===== src/rtl/linebuf_pkg.sv =====
// linebuf_pkg: shared sizes and address helper for the line buffer counters
package linebuf_pkg;
    localparam int DEF_LINE_W = 2;
    localparam int DEF_CHAR_W = 9;
    localparam int NUM_LINES  = 1 << DEF_LINE_W;
    localparam int ADDR_W     = DEF_LINE_W + DEF_CHAR_W;

    typedef logic [ADDR_W-1:0] addr_t;

    function automatic addr_t mk_addr(input logic [DEF_LINE_W-1:0] line, input logic [DEF_CHAR_W-1:0] ch);
        return {line, ch};
    endfunction
endpackage


===== src/rtl/linebuf_len_table.sv =====
// linebuf_len_table: per-line last-char index, sync write, async read
module linebuf_len_table
    import linebuf_pkg::*;
#(
    parameter int LINE_W = DEF_LINE_W,
    parameter int CHAR_W = DEF_CHAR_W
) (
    input  logic              clk,
    input  logic              we,
    input  logic [LINE_W-1:0] wr_line,
    input  logic [CHAR_W-1:0] wr_len,
    input  logic [LINE_W-1:0] rd_line,
    output logic [CHAR_W-1:0] rd_len
);
    logic [CHAR_W-1:0] len [1 << LINE_W];

    // record the last-char index of a line as it is committed
    always_ff @(posedge clk) begin
        if (we) len[wr_line] <= wr_len;
    end

    assign rd_len = len[rd_line];
endmodule


===== src/rtl/linebuf_counters.sv =====
// linebuf_counters: write/read line and char pointers, line count and flags
module linebuf_counters
    import linebuf_pkg::*;
#(
    parameter int LINE_W = DEF_LINE_W,
    parameter int CHAR_W = DEF_CHAR_W
) (
    input  logic                     clk,
    input  logic                     rst,
    input  logic                     wr_char_incr,
    input  logic                     wr_newline,
    input  logic                     rd_char_incr,
    input  logic                     rd_newline,
    output logic [LINE_W+CHAR_W-1:0] wr_addr,
    output logic [LINE_W+CHAR_W-1:0] rd_addr,
    output logic                     greenflag,
    output logic                     lastflag,
    output logic                     fullflag,
    output logic                     wr_err
);
    logic [LINE_W-1:0] wr_line, rd_line;
    logic [CHAR_W-1:0] wr_char, rd_char, rd_len;
    logic [LINE_W:0]   count;
    logic              commit, rel, wr_sat;

    assign commit    = wr_newline & ~fullflag;
    assign rel       = rd_newline & greenflag;
    assign wr_sat    = wr_char_incr & ~wr_newline & (&wr_char);
    assign greenflag = count != '0;
    assign fullflag  = count[LINE_W];
    assign lastflag  = greenflag & (rd_char == rd_len);
    assign wr_addr   = mk_addr(wr_line, wr_char);
    assign rd_addr   = mk_addr(rd_line, rd_char);

    linebuf_len_table #(.LINE_W(LINE_W), .CHAR_W(CHAR_W)) u_len (
        .clk(clk),
        .we(commit),
        .wr_line(wr_line),
        .wr_len(wr_char),
        .rd_line(rd_line),
        .rd_len(rd_len)
    );

    // write pointer: commit wins over increment, char saturates, illegal beats flag wr_err
    always_ff @(posedge clk or posedge rst) begin
        if (rst) begin
            wr_line <= '0;
            wr_char <= '0;
            wr_err  <= 1'b0;
        end else begin
            wr_err <= fullflag ? (wr_char_incr | wr_newline) : wr_sat;
            if (commit) begin
                wr_line <= wr_line + 1'b1;
                wr_char <= '0;
            end else if (wr_char_incr & ~fullflag & ~(&wr_char)) begin
                wr_char <= wr_char + 1'b1;
            end
        end
    end

    // read pointer: release wins over increment, char holds at line end
    always_ff @(posedge clk or posedge rst) begin
        if (rst) begin
            rd_line <= '0;
            rd_char <= '0;
        end else if (rel) begin
            rd_line <= rd_line + 1'b1;
            rd_char <= '0;
        end else if (rd_char_incr & greenflag & ~lastflag) begin
            rd_char <= rd_char + 1'b1;
        end
    end

    // committed-line count; commit and release in one cycle cancel out
    always_ff @(posedge clk or posedge rst) begin
        if (rst) count <= '0;
        else     count <= count + (LINE_W+1)'(commit) - (LINE_W+1)'(rel);
    end
endmodule

===== config.mk =====
export PLATFORM = sky130hd
export DESIGN_NAME = linebuf_counters
export DESIGN_NICKNAME = d
export VERILOG_FILES = /design/src/rtl/linebuf_pkg.sv /design/src/rtl/linebuf_len_table.sv /design/src/rtl/linebuf_counters.sv
export SDC_FILE = /design/constraint.sdc
export NUM_CORES = 1
export LEC_CHECK = 0
export BUFFER_PORTS_ARGS = -buffer_cell sky130_fd_sc_hd__buf_2
export CORE_AREA = 2 2 79 81
export DETAILED_ROUTE_END_ITERATION = 10
export DIE_AREA = 0 0 81 83
export PLACE_DENSITY_LB_ADDON = 0.2
export REMOVE_ABC_BUFFERS = 1
export SLEW_MARGIN = 15
export SYNTH_ARGS = -nofsm -noshare
export SYNTH_HDL_FRONTEND = slang
export SYNTH_SLANG_ARGS = --single-unit

===== constraint.sdc =====
create_clock -name clk -period 2.31 [get_ports clk]
set_input_delay 0.462 -clock clk [delete_from_list [all_inputs] [get_ports clk]]
set_output_delay 0.462 -clock clk [all_outputs]
set_load 0.01 [all_outputs]

==> results of run 1 <==
how the worst min path moves through the flow:
stage	endpoint	cells after the start
5_1_grt	rd_char[3]$_DFFE_PP0P_	3
2_1_floorplan	count[0]$_DFF_PP0_	1
3_5_place_dp	count[0]$_DFF_PP0_	1
3_3_place_gp	count[0]$_DFF_PP0_	1
4_1_cts	rd_char[3]$_DFFE_PP0P_	3
6_report	rd_char[3]$_DFFE_PP0P_	3
cells in the final DEF, fill, tap and decap left out, types with 2 or more instances in the layout:
cell type	synthesis	layout
mux2i_2	0	2
o21ai_2	0	7
nand3_1	4	3
mux2i_1	15	12
xnor2_1	10	8
xor2_1	12	10
and2_1	5	5
xor2_2	0	2
inv_1	9	9
nand3b_1	2	2
nor2b_1	3	3
mux4_2	2	3
clkinv_1	1	2
nand2_1	15	14
and3_1	4	4
ha_1	9	8
or3_1	9	7
nor2_1	9	9
dfrtp_1	26	24
buf_6	1	6
or3_4	0	2
nand4_1	6	6
edfxtp_1	36	36
a21oi_1	8	7
buf_4	1	25
buf_2	2	31
o211ai_1	2	2
dfrtp_2	0	2
bufinv_16	0	2
o21ai_0	5	5
clkbuf_8	0	10
mux2_2	3	3
xnor2_2	0	2
stage by stage:
step | hold WS, ns | cells
after floorplan | 0.470 | 214
after global placement | 0.479 | 347
after detailed placement | 0.507 | 347
after CTS | 0.188 | 366
after global routing | 0.206 | 367
final | 0.180 | 367
worst max-delay path, cell delays in order, from the launching register on:
cell	delay [ns]
dfrtp_2	0.42
mux4_2	0.54
xnor2_2	0.13
nand2_1	0.07
or4_4	0.56
nor3_2	0.12
buf_2	0.15
flip-flops by register name, summed over array words and instances, names as in the netlist:
register,flops
wr_char,9
u_len.len,36
rd_char,9
wr_err,1
count,3
rd_line,2
wr_line,2
what timing repair did:
action,4_1_cts,5_1_grt
pin swaps,19,11
setup endpoints to repair,11,11
gates resized for setup,19,15
buffers inserted,3,1
gates cloned,0,0
logic make-up after synthesis:
family	share of synthesized area, %
compound gates	5.64
xor+xnor	6.68
fa+ha+maj	4.60
buf+inv	2.56
flops	60.0
mux	8.85
simple gates	11.7
power groups by stage:
stage                     logic [mW]  clock network, mW  registers [mW]
after floorplan                0.725                  0            1.67
after global placement          1.33                  0            1.55
final                           1.57               1.03            1.54
after CTS                       1.49               1.05            1.54
after detailed placement        1.37                  0            1.56
after global routing            1.74               1.11            1.57
routing by layer:
layer / vias up / GRT usage (%)
met5: - / 0
met4: 0 / 6.93
met3: 4 / 5.22
met2: 38 / 31.3
met1: 985 / 25.3
li1: 932 / -
cell type report:
type	count	area [µm²]
Clock inverter	5	72.6
Inverter	10	37.5
Fill cell	486	2140
Multi-Input combinational cell	142	1190
Tap cell	75	93.8
Clock buffer	11	141
Sequential cell	62	1730
Timing Repair Buffer	62	410
==> summary.txt, run 1 <==
Worst setup path
  – FF-to-FF path depth: 9
  – Crit Path Category: reg -> out
  – Critical path launch point: rd_line[0]$_DFFE_PP0P_
  – CP endpoint: lastflag
  – Critical path endpoint category: output port
  – WP data required: about 1.9 ns
  – FF-to-FF setup slack: -0.10 ns
  – Worst EP arrival: 2.33 ns
  – CP max FO: 4
  – Reg2Reg Capture Point: rd_char[1]$_DFFE_PP0P_
  – Critical path startpoint category: flop
  – RR Startpoint: rd_line[0]$_DFFE_PP0P_

Placed design
  – Cell Area, Placed: 3300 µm²
  – Placer Congestion: a little over 0.8
  – Pre-CTS WS: -0.230 ns
  – HPWL Detailed: roughly 4200 µm
  – # port buffers: 31

Logic synthesis
  – Synth Cell Area: roughly 2900 µm²
  – Predominant post-synthesis flop cell: edfxtp_1
  – Synth warnings: 0
  – Most frequent cell after synthesis: edfxtp_1
  – Synth area leader: edfxtp_1
  – Most frequent cells after synthesis: 36 x edfxtp_1, 26 x dfrtp_1, 15 x mux2i_1, 15 x nand2_1, 12 x xor2_1
  – Async set-reset flop share out of synthesis: between 40% and 50%
  – Synth Register Bits: 62
  – Cells after synthesis: 220
  – Post-synth EDFFs: 36
  – Register area share after synthesis: 60.0%
  – Synth unique cells: 37
  – Share of the synthesized area in the top cell type: approximately 37%
  – Avg Cell Area, Syn: 13.1 µm²
  – Top cells by area, synth: edfxtp_1 37%, dfrtp_1 23%, mux2i_1 5.2%

Pwr
  – Combinational power share: 37.9%
  – P_int: 2.81 mW
  – Peak supply drop: ~0.59 mV
  – Overall power: 4.14 mW
  – Pwr Density: approximately 1100 nW/µm²
  – Leakage: 1.59 nW
  – NetSw: 1.33 mW
  – Switching Share: 32.1%
  – Seq pwr share: 37.3%
  – Clock group share of total power: 24.8%

CTS
  – Clock Path Buffers: 2
  – H-tree Lvls: 3
  – Worst skew pair latency: 0.33 ns
  – CTS tree: built
  – Root buffer cell: clkbuf_8
  – TritonCTS Buffers: 9
  – CTS Hold Bufs: 0
  – Clk slew on worst S/H paths: 0.07 ns
  – Clock sink count: 62

STA
  – Max frequency: between 0.3 and 0.4 GHz
  – Slew Limit Fails: 0
  – Final Critical Period: 2.79 ns
  – RSZ-0062 raised after global routing: true
  – Finish-stage setup viols: 10
  – Final period util: 121%
  – Worst Tran Pin Value: 0.510 ns
  – Slew margin rel.: approximately 66%
  – Setup TNS: -1.24 ns
  – Final WS setup: -0.482 ns
  – Final-report hold violation count: 0
  – Worst Skew: 0.00829 ns

Die
  – Core area: 5820 µm²
  – Die ar.: about 6700 µm²
  – Die H: 83 µm
  – Starting Density: 49.6%
  – Core Rows: 28
  – I/O pin count: 32
  – Die width: 81 µm

Routing
  – DR top layer: met4
  – DRT met1 WL: 2680 µm
  – Routed wl met3: 189 µm
  – DR iter-0 viols: 66
  – Residual DRC: 0
  – Wire per inst: approximately 16 µm
  – Post-DR vias/cell: 5.34
  – Routed Antenna Nets: 0
  – Pre-Repair DR Iteration Count: 4
  – Final WL: 6010 µm
  – Routed via count: 1959
  – WL met2: between 3000 and 4000 µm

Layout
  – Final core utilization: a little over three fifths
  – Fraction of layout cells with a size suffix above 1: approximately 37%
  – ANT cells: 0
  – Fin nets: 303
  – P&R area growth vs syn: 27.5%
  – Final instance area: 3680 µm²

Global routing
  – Vias in the first global route: 1988
  – Total gr overflow: 0
  – First-pass GRT wire length: 9760 µm
  – Initial antenna violation count: 0
  – Largest net degree at the start of global routing: 27
  – Global-route usage over all layers: 19.5%

Flow run
  – Max_cap viols: 0

Run status
  – Violated checks: setup timing
  – Status: finished, violations left

Worst hold path
  – Worst hold path class: in -> async
No activity file was read; power rests on OpenSTA's default activity.
==> run 2, diff against run 1 <==
CORE_AREA = 2 2 78 80   (was 2 2 79 81)
DIE_AREA = 0 0 80 82   (was 0 0 81 83)
GPL_ROUTABILITY_DRIVEN = 0   (was default)
SETUP_SLACK_MARGIN = 0.3   (was default)
==> run 2 against run 1 <==
The run still ends with setup timing left. Count of clock-buffer cells in the layout increased by 1. Combinational power increased by 7%. Sequential share of layout area down 1.2 points. Register-to-register slack got worse by 0.30 ns. Critical path depth stayed put. Worst setup slack gained 0.026 ns. Final area up 2.6%. Maximum frequency rose by 0.94%. Die area shrank 2.4%. Total power up 2.4%. Cell count grew 1.6%. Critical endpoint unchanged.
==> summary.txt, run 2 (synthesized netlist as in run 1, its figures left out) <==
Pwr
  – Combinational power share: 39.7% (+1.8 points)
  – Overall power: 4.24 mW (+2.4%)
  – Leakage: 1.64 nW (+3.5%)
  – Switching Share: 32.1% (-0.045 points)
  – Peak supply drop: 0.679 mV (+15%)
  – P_int: 2.88 mW (+2.5%)
  – Pwr Density: 1120 nW/µm² (-0.14%)
  – Seq pwr share: 36.0% (-1.3 points)
  – NetSw: 1.36 mW (+2.3%)
  – Clock group share of total power: 24.3% (-0.5 points)

Global routing
  – Largest net degree at the start of global routing: 27 (unchanged)
  – Vias in the first global route: 1932 (-2.8%)
  – Global-route usage over all layers: 20.7% (+1.2 points)
  – Total gr overflow: 0 (unchanged)
  – First-pass GRT wire length: 9720 µm (-0.49%)
  – Initial antenna violation count: 0 (unchanged)

Layout
  – Max FFs per register: 36 (unchanged)
  – ANT cells: 0 (unchanged)
  – Most frequent cells in the layout: 36 x edfxtp_1, 31 x buf_2, 28 x buf_4
  – Final instance area: 3770 µm² (+2.6%)
  – P&R area growth vs syn: 30.8%
  – Top Registers: u_len.len: 36 flops, rd_char: 9 flops, wr_char: 9 flops
  – Largest Register: u_len.len
  – Commonest non-fill, non-tap cell in the layout: edfxtp_1
  – # fillers: 452 (-7.0%)
  – Fraction of layout cells with a size suffix above 1: 36.2% (-1.1 points)
  – Fin nets: 309 (+2.0%)

STA
  – Finish-stage setup viols: 10 (unchanged)
  – Worst Skew: 0.00993 ns (+0.00164 ns)
  – Final-report hold violation count: 0 (unchanged)
  – Slew Limit Fails: 0 (unchanged)
  – Final period util: 120% (-1.1 points)
  – Final WS setup: -0.456 ns (+0.0260 ns)
  – RSZ-0062 raised after global routing: true
  – Final Critical Period: 2.77 ns (-0.0260 ns)
  – Slew margin rel.: 66.4% (+0.41 points)
  – Max frequency: 0.362 GHz (+0.94%)
  – Worst Tran Pin Value: 0.503 ns (-0.00615 ns)
  – Setup TNS: -3.78 ns (-2.54 ns)

Die
  – Core area: 5750 µm² (-1.2%)
  – I/O pin count: 32 (unchanged)
  – Starting Density: 50.2% (+0.61 points)
  – Die ar.: 6560 µm² (-2.4%)
  – Die width: 80 µm (-1.2%)
  – Die H: 82 µm (-1.2%)
  – Core Rows: 28 (unchanged)

CTS
  – Clk slew on worst S/H paths: 0.07 ns (about the same)
  – Clock Path Buffers: 2 (unchanged)
  – CTS Hold Bufs: 0 (unchanged)
  – Clock sink count: 62 (unchanged)
  – Root buffer cell: clkbuf_8
  – CTS tree: built
  – Worst skew pair latency: 0.33 ns (about the same)
  – TritonCTS Buffers: 9 (unchanged)
  – H-tree Lvls: 3 (unchanged)

Routing
  – Final WL: 6230 µm (+3.6%)
  – Residual DRC: 0 (unchanged)
  – Post-DR vias/cell: 5.26 (-1.5%)
  – Wire per inst: 16.7 µm (+1.9%)
  – Pre-Repair DR Iteration Count: 4 (unchanged)
  – DR iter-0 viols: 125 (+89%)
  – Routed via count: 1962 (+0.15%)
  – Routed Antenna Nets: 0 (unchanged)

Worst hold path
  – Worst hold path class: in -> async

Placed design
  – HPWL Detailed: 4060 µm (-3.4%)
  – # port buffers: 31 (unchanged)
  – Pre-CTS WS: -0.257 ns (-0.0274 ns)
  – Cell Area, Placed: 3300 µm² (about the same)

Flow run
  – Max_cap viols: 0 (unchanged)

Worst setup path
  – CP cell instances: mux4_2, xnor2_1, nand2_1, or4_4, nor3_4, buf_2
  – CP top delay family: simple AND/OR/NAND/NOR gates
  – Buffers and inverters on the worst path: 1 (unchanged)
  – Critical path endpoint category: output port
  – Slowest-stage cell, CP: or4_4
  – WP data required: 1.85 ns (about the same)
  – Max incr delay on CP: 0.56 ns (about the same)
  – Worst EP arrival: 2.30 ns (-0.03 ns)
  – Crit Path Category: reg -> out
  – Worst path depth: 6 (unchanged)
  – Critical path startpoint category: flop
  – FF-to-FF path depth: 11 (+2)
  – CP max FO: 4 (unchanged)

Run status
  – Violated checks: setup timing
  – Status: finished, violations left
run 2: final cells by class:
| type | instances | area [µm²] | area share (%) |
|---|---|---|---|
| clock inverters | 4 | 70.1 | 1.86 |
| clock buffers | 12 | 145 | 3.84 |
| inverters | 10 | 45.0 | 1.19 |
| multi-input cells | 142 | 1170 | 31.0 |
| repair buffers | 68 | 517 | 13.7 |
| flip-flops and latches | 62 | 1730 | 45.9 |
| well taps | 75 | 93.8 | 2.49 |
run 2: layer usage:
| layer | wire length (µm) | global-route usage, % | part of all wire [%] |
|---|---|---|---|
| met5 | 0 | 0 | 0 |
| met4 | 42 | 7.80 | 0.67 |
| met3 | 241 | 6.04 | 3.9 |
| met2 | 3250 | 34.8 | 52 |
| met1 | 2690 | 25.5 | 43 |
run 2: worst paths after layout:
kind / start / to / slack [ns]
min reg2reg: wr_char[5]$_DFFE_PP0P_ / u_len.len[1][5]$_DFFE_PP_ / 0.60
max reg2reg: rd_line[0]$_DFFE_PP0P_ / rd_char[6]$_DFFE_PP0P_ / -0.40
min: rst / rd_char[3]$_DFFE_PP0P_ / 0.19
min in group clk: wr_char_incr / wr_err$_DFF_PP0_ / 0.38
max: rd_line[0]$_DFFE_PP0P_ / lastflag / -0.46
max in group asynchronous: rst / rd_line[0]$_DFFE_PP0P_ / 1.82
run 2: metrics by stage:
stage	instances	hold WS, ns	util (%)
final	373	0.186	65.7
after global routing	373	0.200	65.7
after CTS	369	0.172	64.3
after detailed placement	344	0.495	57.5
after global placement	344	0.482	57.5
after floorplan	214	0.470	-
run 2: power groups by stage:
stage	clock network, mW	logic [mW]	registers [mW]
2_1_floorplan	0	0.725	1.67
3_3_place_gp	0	1.38	1.53
3_5_place_dp	0	1.43	1.54
4_1_cts	1.06	1.62	1.53
5_1_grt	1.10	1.85	1.55
6_report	1.03	1.68	1.53
run 2: timing repair:
action / in CTS / in global routing
setup endpoints to repair: 14 / 15
pin swaps: 11 / 10
resized for setup: 20 / 12
setup buffers: 7 / 4
cloned: 2 / 0
run 2: tightest hold or removal path, stage by stage:
cell and delay [ns]:
buf_2 0.09, inv_1 0.04, buf_4 0.33
==> run 3, diff against run 2 <==
GPL_TIMING_DRIVEN = 0   (was default)
==> run 3 against run 2 <==
The run still ends with setup timing left. Global-route usage rose by 0.40 points. Cell count fell by 1.1%. Final area fell by 1.7%. Sequential share of layout area rose by 1.2 points. Via count rose by 0.61%. Critical path depth rose by 1. Worst setup slack got worse by 0.12 ns. Register-to-register slack got worse by 0.11 ns. Critical path type unchanged.
==> summary.txt, run 3 (synthesized netlist as in run 1, its figures left out) <==
Worst setup path
  – Slowest-stage cell, CP: mux4_2
  – Max incr delay on CP: 0.50 ns (-0.06 ns)
  – Crit Path Category: reg -> out
  – CP max FO: 4 (unchanged)
  – WP data required: 1.85 ns (about the same)
  – Critical path endpoint category: output port
  – Critical path startpoint category: flop
  – CP cell instances: buf_4, mux4_2, xnor2_1, nand2_1, or4_4, nor3_2, buf_2
  – Worst EP arrival: 2.42 ns (+0.12 ns)

STA
  – Final period util: 125% (+5.0 points)
  – Finish-stage setup viols: 10 (unchanged)
  – Slew Limit Fails: 0 (unchanged)
  – Final-report hold violation count: 0 (unchanged)
  – Worst Tran Pin Value: 0.991 ns (+0.488 ns)
  – Slew margin rel.: 33.5% (-33 points)
  – RSZ-0062 raised after global routing: true
  – Max frequency: 0.347 GHz (-4.0%)
  – Final Critical Period: 2.88 ns (+0.116 ns)
  – Final WS setup: -0.573 ns (-0.116 ns)
  – Worst Skew: 0.00764 ns (-0.00229 ns)

Run status
  – Violated checks: setup timing
  – Status: finished, violations left

Die
  – Die width: 80 µm (unchanged)
  – Die ar.: 6560 µm² (unchanged)
  – Starting Density: 50.2% (unchanged)
  – I/O pin count: 32 (unchanged)
  – Core area: 5750 µm² (unchanged)
  – Die H: 82 µm (unchanged)
  – Core Rows: 28 (unchanged)

CTS
  – Worst skew pair latency: 0.33 ns (about the same)
  – Root buffer cell: clkbuf_8
  – TritonCTS Buffers: 9 (unchanged)
  – CTS tree: built
  – Clock sink count: 62 (unchanged)
  – Clk slew on worst S/H paths: 0.06 ns (about the same)
  – H-tree Lvls: 3 (unchanged)
  – Clock Path Buffers: 2 (unchanged)

Routing
  – Final WL: 6320 µm (+1.6%)
  – Wire per inst: 17.1 µm (+2.7%)
  – Routed Antenna Nets: 0 (unchanged)
  – Residual DRC: 0 (unchanged)
  – Pre-Repair DR Iteration Count: 4 (unchanged)
  – DR iter-0 viols: 80 (-36%)
  – Post-DR vias/cell: 5.35 (+1.7%)
  – Routed via count: 1974 (+0.61%)

Global routing
  – Global-route usage over all layers: 21.1% (+0.40 points)
  – Vias in the first global route: 1943 (+0.57%)
  – Total gr overflow: 0 (unchanged)
  – Largest net degree at the start of global routing: 27 (unchanged)
  – Initial antenna violation count: 0 (unchanged)
  – First-pass GRT wire length: 9920 µm (+2.1%)

Layout
  – Fin nets: 305 (-1.3%)
  – Top Registers: u_len.len: 36 flops, rd_char: 9 flops, wr_char: 9 flops
  – Fraction of layout cells with a size suffix above 1: 39.5% (+3.2 points)
  – Largest Register: u_len.len
  – P&R area growth vs syn: 28.6%
  – Max FFs per register: 36 (unchanged)
  – ANT cells: 0 (unchanged)
  – Commonest non-fill, non-tap cell in the layout: edfxtp_1
  – Most frequent cells in the layout: 36 x edfxtp_1, 31 x buf_2, 28 x buf_4

Worst hold path
  – Worst hold path class: in -> async

Placed design
  – Pre-CTS WS: -0.748 ns (-0.491 ns)
  – HPWL Detailed: 3640 µm (-10%)
  – # port buffers: 31 (unchanged)

Flow run
  – Max_cap viols: 0 (unchanged)

Pwr
  – Peak supply drop: 0.754 mV (+11%)
  – Leakage: 1.58 nW (-4.0%)
  – Overall power: 4.09 mW (-3.5%)
  – Pwr Density: 1100 nW/µm² (-1.9%)
==> run 3: changes by cell type in the layout (fill, tap and decap cells not counted), moves of 2 or more <==
| cell | delta |
|---|---|
| buf_12 | -2 |
| dfrtp_2 | +5 |
| bufinv_16 | -2 |
| dfrtp_4 | +2 |
| buf_16 | -2 |
| dfrtp_1 | -7 |
| clkbuf_8 | +2 |
==> run 3: critical path: cells and delay by family (launching register included) <==
family	cells	cell delay (ns)
xor gates and xnor gates	1	0.16
buffers and inverters	2	0.31
DFF	1	0.47
muxes	1	0.50
and+or+nand+nor	3	0.66
==> run 3: path summary, 6_finish.rpt <==
check	start	end	slack [ns]	depth (start not counted)
worst max-delay path	rd_line[0]$_DFFE_PP0P_	lastflag	-0.57	7
worst min-delay path	rst	rd_char[3]$_DFFE_PP0P_	0.23	2
worst max register to register	rd_line[0]$_DFFE_PP0P_	rd_char[0]$_DFFE_PP0P_	-0.51	11
worst min register to register	wr_char[3]$_DFFE_PP0P_	u_len.len[2][3]$_DFFE_PP_	0.56	0
max in group asynchronous	rst	rd_line[0]$_DFFE_PP0P_	1.56	2
min in group clk	wr_char_incr	wr_err$_DFF_PP0_	0.37	2
==> run 3: final cells by class <==
cell class | count | area (µm²)
clock buffer | 15 | 176
clock inverter | 1 | 5.00
fill | 447 | 2030
inverter | 10 | 52.6
multi-input combinational | 143 | 1230
sequential | 62 | 1750
tap | 75 | 93.8
timing repair buffer | 63 | 410
==> run 3: per-stage QoR <==
stage,setup TNS (ns),cells,instance area (µm²),hold WS [ns],utilization (%)
floorplan,-4.44,214,2850,0.470,-
global placement,-8.98,320,3100,0.484,53.9
detailed placement,-9.92,320,3100,0.486,53.9
CTS,-3.71,363,3600,0.347,62.6
global route,-5.90,369,3710,0.288,64.6
finish,-4.84,369,3710,0.232,64.6
==> run 3: timing repair <==
action,4_1_cts,5_1_grt
cloned,1,0
setup endpoints to repair,59,18
buffers inserted,26,6
pin swaps,23,18
hold buffers,0,0
gates resized for setup,32,15
==> run 3: metal layers <==
metal / vias up / wire length, µm / track usage (%)
met4: 0 / 136 / 12.2
met1: 965 / 2650 / 24.5
li1: 941 / - / -
met2: 55 / 3280 / 35.8
met5: - / 0 / 0
met3: 13 / 256 / 5.16
==> run 3: power by group <==
part	leakage (nW)	internal, mW	switching [mW]	total [mW]
Combinational	0.814	0.805	0.829	1.63
Clock	0.0937	0.477	0.384	0.862
Sequential	0.670	1.42	0.180	1.60
